==> config.mk <==
export PLATFORM = sky130hd
export DESIGN_NAME = stepper_seq_ctrl
export DESIGN_NICKNAME = d
export VERILOG_FILES = /design/src/rtl/stepper_pkg.sv /design/src/rtl/stepper_seq_ctrl_step_timer.sv /design/src/rtl/stepper_seq_ctrl.sv
export SDC_FILE = /design/constraint.sdc
export NUM_CORES = 1
export LEC_CHECK = 0
export CORE_MARGIN = 3
export CORE_UTILIZATION = 57
export CTS_CLUSTER_SIZE = 40
export DETAILED_ROUTE_END_ITERATION = 10
export PLACE_DENSITY_LB_ADDON = 0.05
export SYNTH_ARGS = -nofsm -noshare
export SYNTH_HDL_FRONTEND = slang
export SYNTH_SLANG_ARGS = --single-unit
export TNS_END_PERCENT = 10
==> constraint.sdc <==
create_clock -name clk -period 4.6 [get_ports clk]
set_input_delay 1.38 -clock clk [delete_from_list [all_inputs] [get_ports clk]]
set_output_delay 1.38 -clock clk [all_outputs]
set_load 0.03 [all_outputs]
==> src/rtl/stepper_pkg.sv <==
// Shared types and constants for the stepper sequencer: FSM state encoding,
// full-step and half-step coil phase tables, and the de-energized drive value.
package stepper_pkg;

  typedef enum logic [1:0] {
    IDLE = 2'd0,
    STEP = 2'd1,
    HOLD = 2'd2
  } state_t;

  localparam logic [3:0] DRIVE_OFF = 4'b0000;

  // Entry i lives at bits [4*i +: 4]; idx0 is the least significant nibble.
  localparam logic [15:0] FULL_TABLE = {4'b1100, 4'b0110, 4'b0011, 4'b1001};
  localparam logic [31:0] HALF_TABLE = {4'b1000, 4'b1100, 4'b0100, 4'b0110,
                                        4'b0010, 4'b0011, 4'b0001, 4'b1001};

  function automatic logic [3:0] full_phase(input logic [1:0] idx);
    return FULL_TABLE[{idx, 2'b00} +: 4];
  endfunction

  function automatic logic [3:0] half_phase(input logic [2:0] idx);
    return HALF_TABLE[{idx, 2'b00} +: 4];
  endfunction

endpackage

==> src/rtl/stepper_seq_ctrl_step_timer.sv <==
// Loadable down-counter with a zero flag. Stops at zero; a load takes
// priority over counting. Used for both the step period and the hold time.
module step_timer #(
  parameter int W = 8
) (
  input  logic         clk,
  input  logic         rst,
  input  logic         load,
  input  logic [W-1:0] load_val,
  output logic         zero
);

  logic [W-1:0] count_reg;

  // Load or count down towards zero.
  always_ff @(posedge clk or posedge rst) begin
    if (rst) begin
      count_reg <= '0;
    end else if (load) begin
      count_reg <= load_val;
    end else if (count_reg != '0) begin
      count_reg <= count_reg - W'(1);
    end
  end

  assign zero = (count_reg == '0);

endmodule

==> src/rtl/stepper_seq_ctrl.sv <==
// Stepper motor phase sequencer: accepts move commands, issues coil phases at
// the programmed rate, holds the coils energized for HOLD_CYCLES after a move,
// then de-energizes them. Tracks a wrapping signed position.
// Optional build macro STEPPER_HALFSTEP_EN adds cmd_half and the 8-entry
// half-step table; without it only the 4-entry full-step table exists.
module stepper_seq_ctrl
  import stepper_pkg::*;
#(
  parameter int COUNT_W     = 16,
  parameter int PERIOD_W    = 24,
  parameter int HOLD_CYCLES = 1000000
) (
  input  logic                clk,
  input  logic                rst,
  input  logic                stepper_en,
  input  logic                cmd_valid,
  output logic                cmd_ready,
  input  logic                cmd_dir,
  input  logic [COUNT_W-1:0]  cmd_steps,
  input  logic [PERIOD_W-1:0] cmd_period,
`ifdef STEPPER_HALFSTEP_EN
  input  logic                cmd_half,
`endif
  input  logic                abort,
  output logic [3:0]          step_drive,
  output logic                busy,
  output logic                done,
  output logic                aborted,
  output logic [COUNT_W-1:0]  pos_count
);

`ifdef STEPPER_HALFSTEP_EN
  localparam int IDX_W = 3;
`else
  localparam int IDX_W = 2;
`endif
  localparam int HOLD_W = (HOLD_CYCLES > 1) ? $clog2(HOLD_CYCLES) : 1;
  localparam logic [HOLD_W-1:0] HOLD_LOAD = HOLD_W'((HOLD_CYCLES > 0) ? HOLD_CYCLES - 1 : 0);

  state_t               state_reg, state_next;
  logic [IDX_W-1:0]     idx_reg, idx_next;
  logic [COUNT_W-1:0]   pos_reg, pos_next;
  logic [COUNT_W-1:0]   rem_reg, rem_next;
  logic [PERIOD_W-1:0]  period_reg, period_next;
  logic                 dir_reg, dir_next;
  logic [3:0]           drive_reg, drive_next;
  logic                 ready_reg, ready_next;
  logic                 done_reg, done_next;
  logic                 aborted_reg, aborted_next;
`ifdef STEPPER_HALFSTEP_EN
  logic                 half_reg, half_next;
  logic [IDX_W-1:0]     idx_amt;
`endif

  logic                 accept;
  logic                 step_load;
  logic [PERIOD_W-1:0]  step_load_val;
  logic                 step_zero;
  logic                 hold_load;
  logic                 hold_zero;

  step_timer #(.W(PERIOD_W)) u_step_timer (
    .clk      (clk),
    .rst      (rst),
    .load     (step_load),
    .load_val (step_load_val),
    .zero     (step_zero)
  );

  step_timer #(.W(HOLD_W)) u_hold_timer (
    .clk      (clk),
    .rst      (rst),
    .load     (hold_load),
    .load_val (HOLD_LOAD),
    .zero     (hold_zero)
  );

  // Next-state, step issue, position tracking and registered-output values.
  always_comb begin
    state_next    = state_reg;
    idx_next      = idx_reg;
    pos_next      = pos_reg;
    rem_next      = rem_reg;
    period_next   = period_reg;
    dir_next      = dir_reg;
    done_next     = 1'b0;
    aborted_next  = 1'b0;
    step_load     = 1'b0;
    step_load_val = '0;
    hold_load     = 1'b0;
`ifdef STEPPER_HALFSTEP_EN
    half_next     = half_reg;
    // Full mode from an odd entry first moves by one to realign.
    idx_amt       = (half_reg || idx_reg[0]) ? IDX_W'(1) : IDX_W'(2);
`endif
    accept = cmd_valid & ready_reg & stepper_en & (state_reg != STEP);

    if (!stepper_en) begin
      state_next = IDLE;
    end else begin
      case (state_reg)
        IDLE, HOLD: begin
          if (accept) begin
            dir_next    = cmd_dir;
            rem_next    = cmd_steps;
            period_next = (cmd_period == '0) ? '0 : cmd_period - PERIOD_W'(1);
`ifdef STEPPER_HALFSTEP_EN
            half_next   = cmd_half;
`endif
            // Timer loaded with zero so the first boundary falls on the next
            // cycle; a zero-step move ends there with done and no step.
            state_next    = STEP;
            step_load     = 1'b1;
            step_load_val = '0;
          end else if (state_reg == HOLD && hold_zero) begin
            state_next = IDLE;
          end
        end
        STEP: begin
          if (step_zero) begin
            if (rem_reg == '0 || abort) begin
              done_next    = 1'b1;
              aborted_next = (rem_reg != '0);
              state_next   = HOLD;
              hold_load    = 1'b1;
            end else begin
`ifdef STEPPER_HALFSTEP_EN
              idx_next = dir_reg ? idx_reg + idx_amt : idx_reg - idx_amt;
`else
              idx_next = dir_reg ? idx_reg + IDX_W'(1) : idx_reg - IDX_W'(1);
`endif
              pos_next      = dir_reg ? pos_reg + COUNT_W'(1) : pos_reg - COUNT_W'(1);
              rem_next      = rem_reg - COUNT_W'(1);
              step_load     = 1'b1;
              step_load_val = period_reg;
            end
          end
        end
        default: state_next = IDLE;
      endcase
    end

    if (state_next == IDLE) begin
      drive_next = DRIVE_OFF;
    end else begin
`ifdef STEPPER_HALFSTEP_EN
      drive_next = half_phase(idx_next);
`else
      drive_next = full_phase(idx_next);
`endif
    end
    ready_next = stepper_en & (state_next != STEP) & ~abort;
  end

  // State and output registers; async reset de-energizes the coils at once.
  always_ff @(posedge clk or posedge rst) begin
    if (rst) begin
      state_reg   <= IDLE;
      idx_reg     <= '0;
      pos_reg     <= '0;
      rem_reg     <= '0;
      period_reg  <= '0;
      dir_reg     <= 1'b0;
      drive_reg   <= DRIVE_OFF;
      ready_reg   <= 1'b0;
      done_reg    <= 1'b0;
      aborted_reg <= 1'b0;
`ifdef STEPPER_HALFSTEP_EN
      half_reg    <= 1'b0;
`endif
    end else begin
      state_reg   <= state_next;
      idx_reg     <= idx_next;
      pos_reg     <= pos_next;
      rem_reg     <= rem_next;
      period_reg  <= period_next;
      dir_reg     <= dir_next;
      drive_reg   <= drive_next;
      ready_reg   <= ready_next;
      done_reg    <= done_next;
      aborted_reg <= aborted_next;
`ifdef STEPPER_HALFSTEP_EN
      half_reg    <= half_next;
`endif
    end
  end

  assign cmd_ready  = ready_reg;
  assign step_drive = drive_reg;
  assign busy       = (state_reg == STEP);
  assign done       = done_reg;
  assign aborted    = aborted_reg;
  assign pos_count  = pos_reg;

endmodule

==> flow_summary.yaml <==
run_status:
  run_status: "finished clean"
worst_setup_path:
  startpoint_type: "register"
  path_delay_family: "buffers and inverters"
  cp.required_ps: 3220
  end_kind: "primary output"
  max_stage_delay_ps: 770
  crit_slowest_cell: "clkdlybuf4s50_1"
  arrival_ps: 2340
  critPathKind: "reg2out"
  worstPathMaxFanout: 29
  crit_buf_inv: 3
  crit_chain: "nand2b_1 -> buf_4 -> inv_1 -> clkdlybuf4s50_1"
finish:
  nNetsFinal: 833
  area_growth_pct: 15.9
  diodes: 0
  final_layout_size_suffix_gt1_share_pct: 4.80
  instances_no_fill: 907
  final_common_cell: "dfrtp_1"
  fill_cells: 863
  layout_common_cells: "dfrtp_1 (112), nand2_1 (84), clkdlybuf4s50_1 (69), a21oi_1 (60), nor2_1 (55)"
  multi_input_comb_area_sq_um: 3380
  seq_area_sq_um: 2800
detailed_routing:
  dr.pass1.iters: 4
  postRouteAntennaNets: 0
  wl_per_cell_um: 15.5
  drc: 0
  via_count: 5302
  wirelength_um: 14000
  drt_iter0_markers: 381
  viasPerCell: 5.85
timing:
  hold_slack_ps: 484
  tightestPinTransition_ps: 1050
  fmax_mhz: 269
  max_slew_margin_pct: 29.8
  skew_ps: 10.2
  finalMaxSlewViolations: 0
  final.min_clock_period_ps: 3720
  finalHoldViolations: 0
  setup_violations: 0
  fin_crit_sh_pct: 80.8
  rsz0062_at_grt: "false"
  setup-tns-final_ps: 0
  fin_ws_ps: 883
logic_synthesis:
  ys_seq_area_share_pct: 44.0
  synthAdderAreaFrac_pct: 4.24
  synth_mux_area_share_pct: 0.491
  ys_types: 59
  synth_edf_count: 0
  syn-mean-instance-area_sq_um: 9.06
  ys_seq_elements: 112
  syn_area_sq_um: 6370
  synth_area_leaders: "dfrtp_1 (44%), xnor2_1 (5.9%), nand2_1 (4.9%), a21oi_1 (4.7%), o21ai_1 (4.2%)"
  synth_top_family_by_area: "simple AND/OR/NAND/NOR gates"
  synth_cells: 703
  synth_top_area_share_pct: 44.0
  synth_xor_area_share_pct: 9.62
  synth_flop_cell: "dfrtp_1"
  synth_compound_area_share_pct: 16.9
  ys_warn_count: 0
  yosys.area_share.simple_pct: 21.8
  async_reset_ff_share_pct: 100
  yosysTopAreaCell: "dfrtp_1"
  synth_fp_nets: 770
global_routing:
  grt_max_degree: 88
  grt_usage_pct: 23.5
  grt_pass1_vias: 5133
  grt_pass1_wl_um: 24400
  grt_overflow: 0
  grt_antenna_before_repair: 0
clock_network:
  clk_transition_reported_paths_ps: 100
  numCtsBuffers: 9
  post_cts_buffers: 0
  cts_sinks: 112
  worstSkewPairLatency_ps: 390
  post_cts_resized: 0
  clock_path_buffers: 2
  hold_buffers: 0
  cts_root_buffer: "clkbuf_8"
  h-tree-depth: 3
  cts_tree: "done"
floorplan:
  io_pins: 70
  chipHeight_um: 112
  core_area_sq_um: 10600
  dieWidth_um: 112
  rows: 37
  dieArea_sq_um: 12500
  initial_core_util_pct: 60.1
flow_run:
  drv_cap: 0
min_path:
  min_path_type: "reg2reg"
placement:
  port_buffers: 69
  dp.cells: 891
  hpwl_um: 10100
  routabilityCongestion: 0.822
  dp_slack_ps: 556
pwr:
  max-vdd-ir-drop_mv: 0.249
  powerDensity_nw_per_um2: 345
  cellLeakagePower_uw: 0.00305
  finalPower_uw: 2550
## cell usage after synthesis (3+ instances only)
cell      count
dfrtp_1     112
nand2_1      84
a21oi_1      60
nor2_1       56
o21ai_1      53
xnor2_1      43
nor3_1       27
xor2_1       27
nor4_1       25
ha_1         20
clkbuf_1     17
inv_1        17
o21ai_0      16
nand3_1      14
or4_1        10
a21o_1        9
a22oi_1       9
nand2b_1      7
or3_1         7
a22o_1        6
buf_2         6
o211ai_1      6
nand4_1       5
nor3b_1       5
and3_1        4
nor2b_1       4
o41ai_1       4
a31oi_1       3
nand3b_1      3
## worst paths after layout
check	start	endpoint	slack, ps	depth (start not counted)
setup / recovery	state_reg[1]	busy	880	4
hold / removal	pos_count[15]	pos_count[15]	480	1
setup reg to reg	dir_reg	pos_count[13]	1480	9
hold reg to reg	pos_count[15]	pos_count[15]	480	1
max in group asynchronous	rst	period_reg[19]	2160	3
min in group asynchronous	rst	u_hold_timer.count_reg[11]	1590	2
## logic make-up after synthesis
| logic type | Yosys count |
|---|---|
| flip-flops | 112 |
| AO/OA/AOI/OAI | 182 |
| multiplexers | 3 |
| AND/OR/NAND/NOR | 271 |
| adder cells (fa/ha/maj) | 21 |
| buffers and inverters | 44 |
| XOR/XNOR | 70 |
## power breakdown
group          internal [uW]  switching (uW)  total [uW]
Clock                    283             333         616
Sequential              1160             177        1330
Combinational            280             321         602
Total                   1720             832        2550
## through the flow
stage	util (%)	cell area [sq um]
final	69.7	7390
after global placement	67.7	7180
after CTS	69.7	7390
after global routing	69.7	7390
after detailed placement	67.7	7180
after floorplan	-	6370
## layer usage
metal  track usage [%]  wire [um]  part of all wire [%]
met1              31.8       6380                    46
met2              39.2       6900                    49
met3              4.57        594                   4.2
met4              5.92        145                   1.0
met5                 0          0                     0
## area by class of cell
type	instances	area share, %
Tap cell	136	2.30
Timing Repair Buffer	77	10.2
Clock inverter	4	0.694
Multi-Input combinational cell	547	45.8
Clock buffer	12	2.10
Sequential cell	112	37.9
Inverter	19	0.999
No activity file was read; power rests on OpenSTA's default activity.
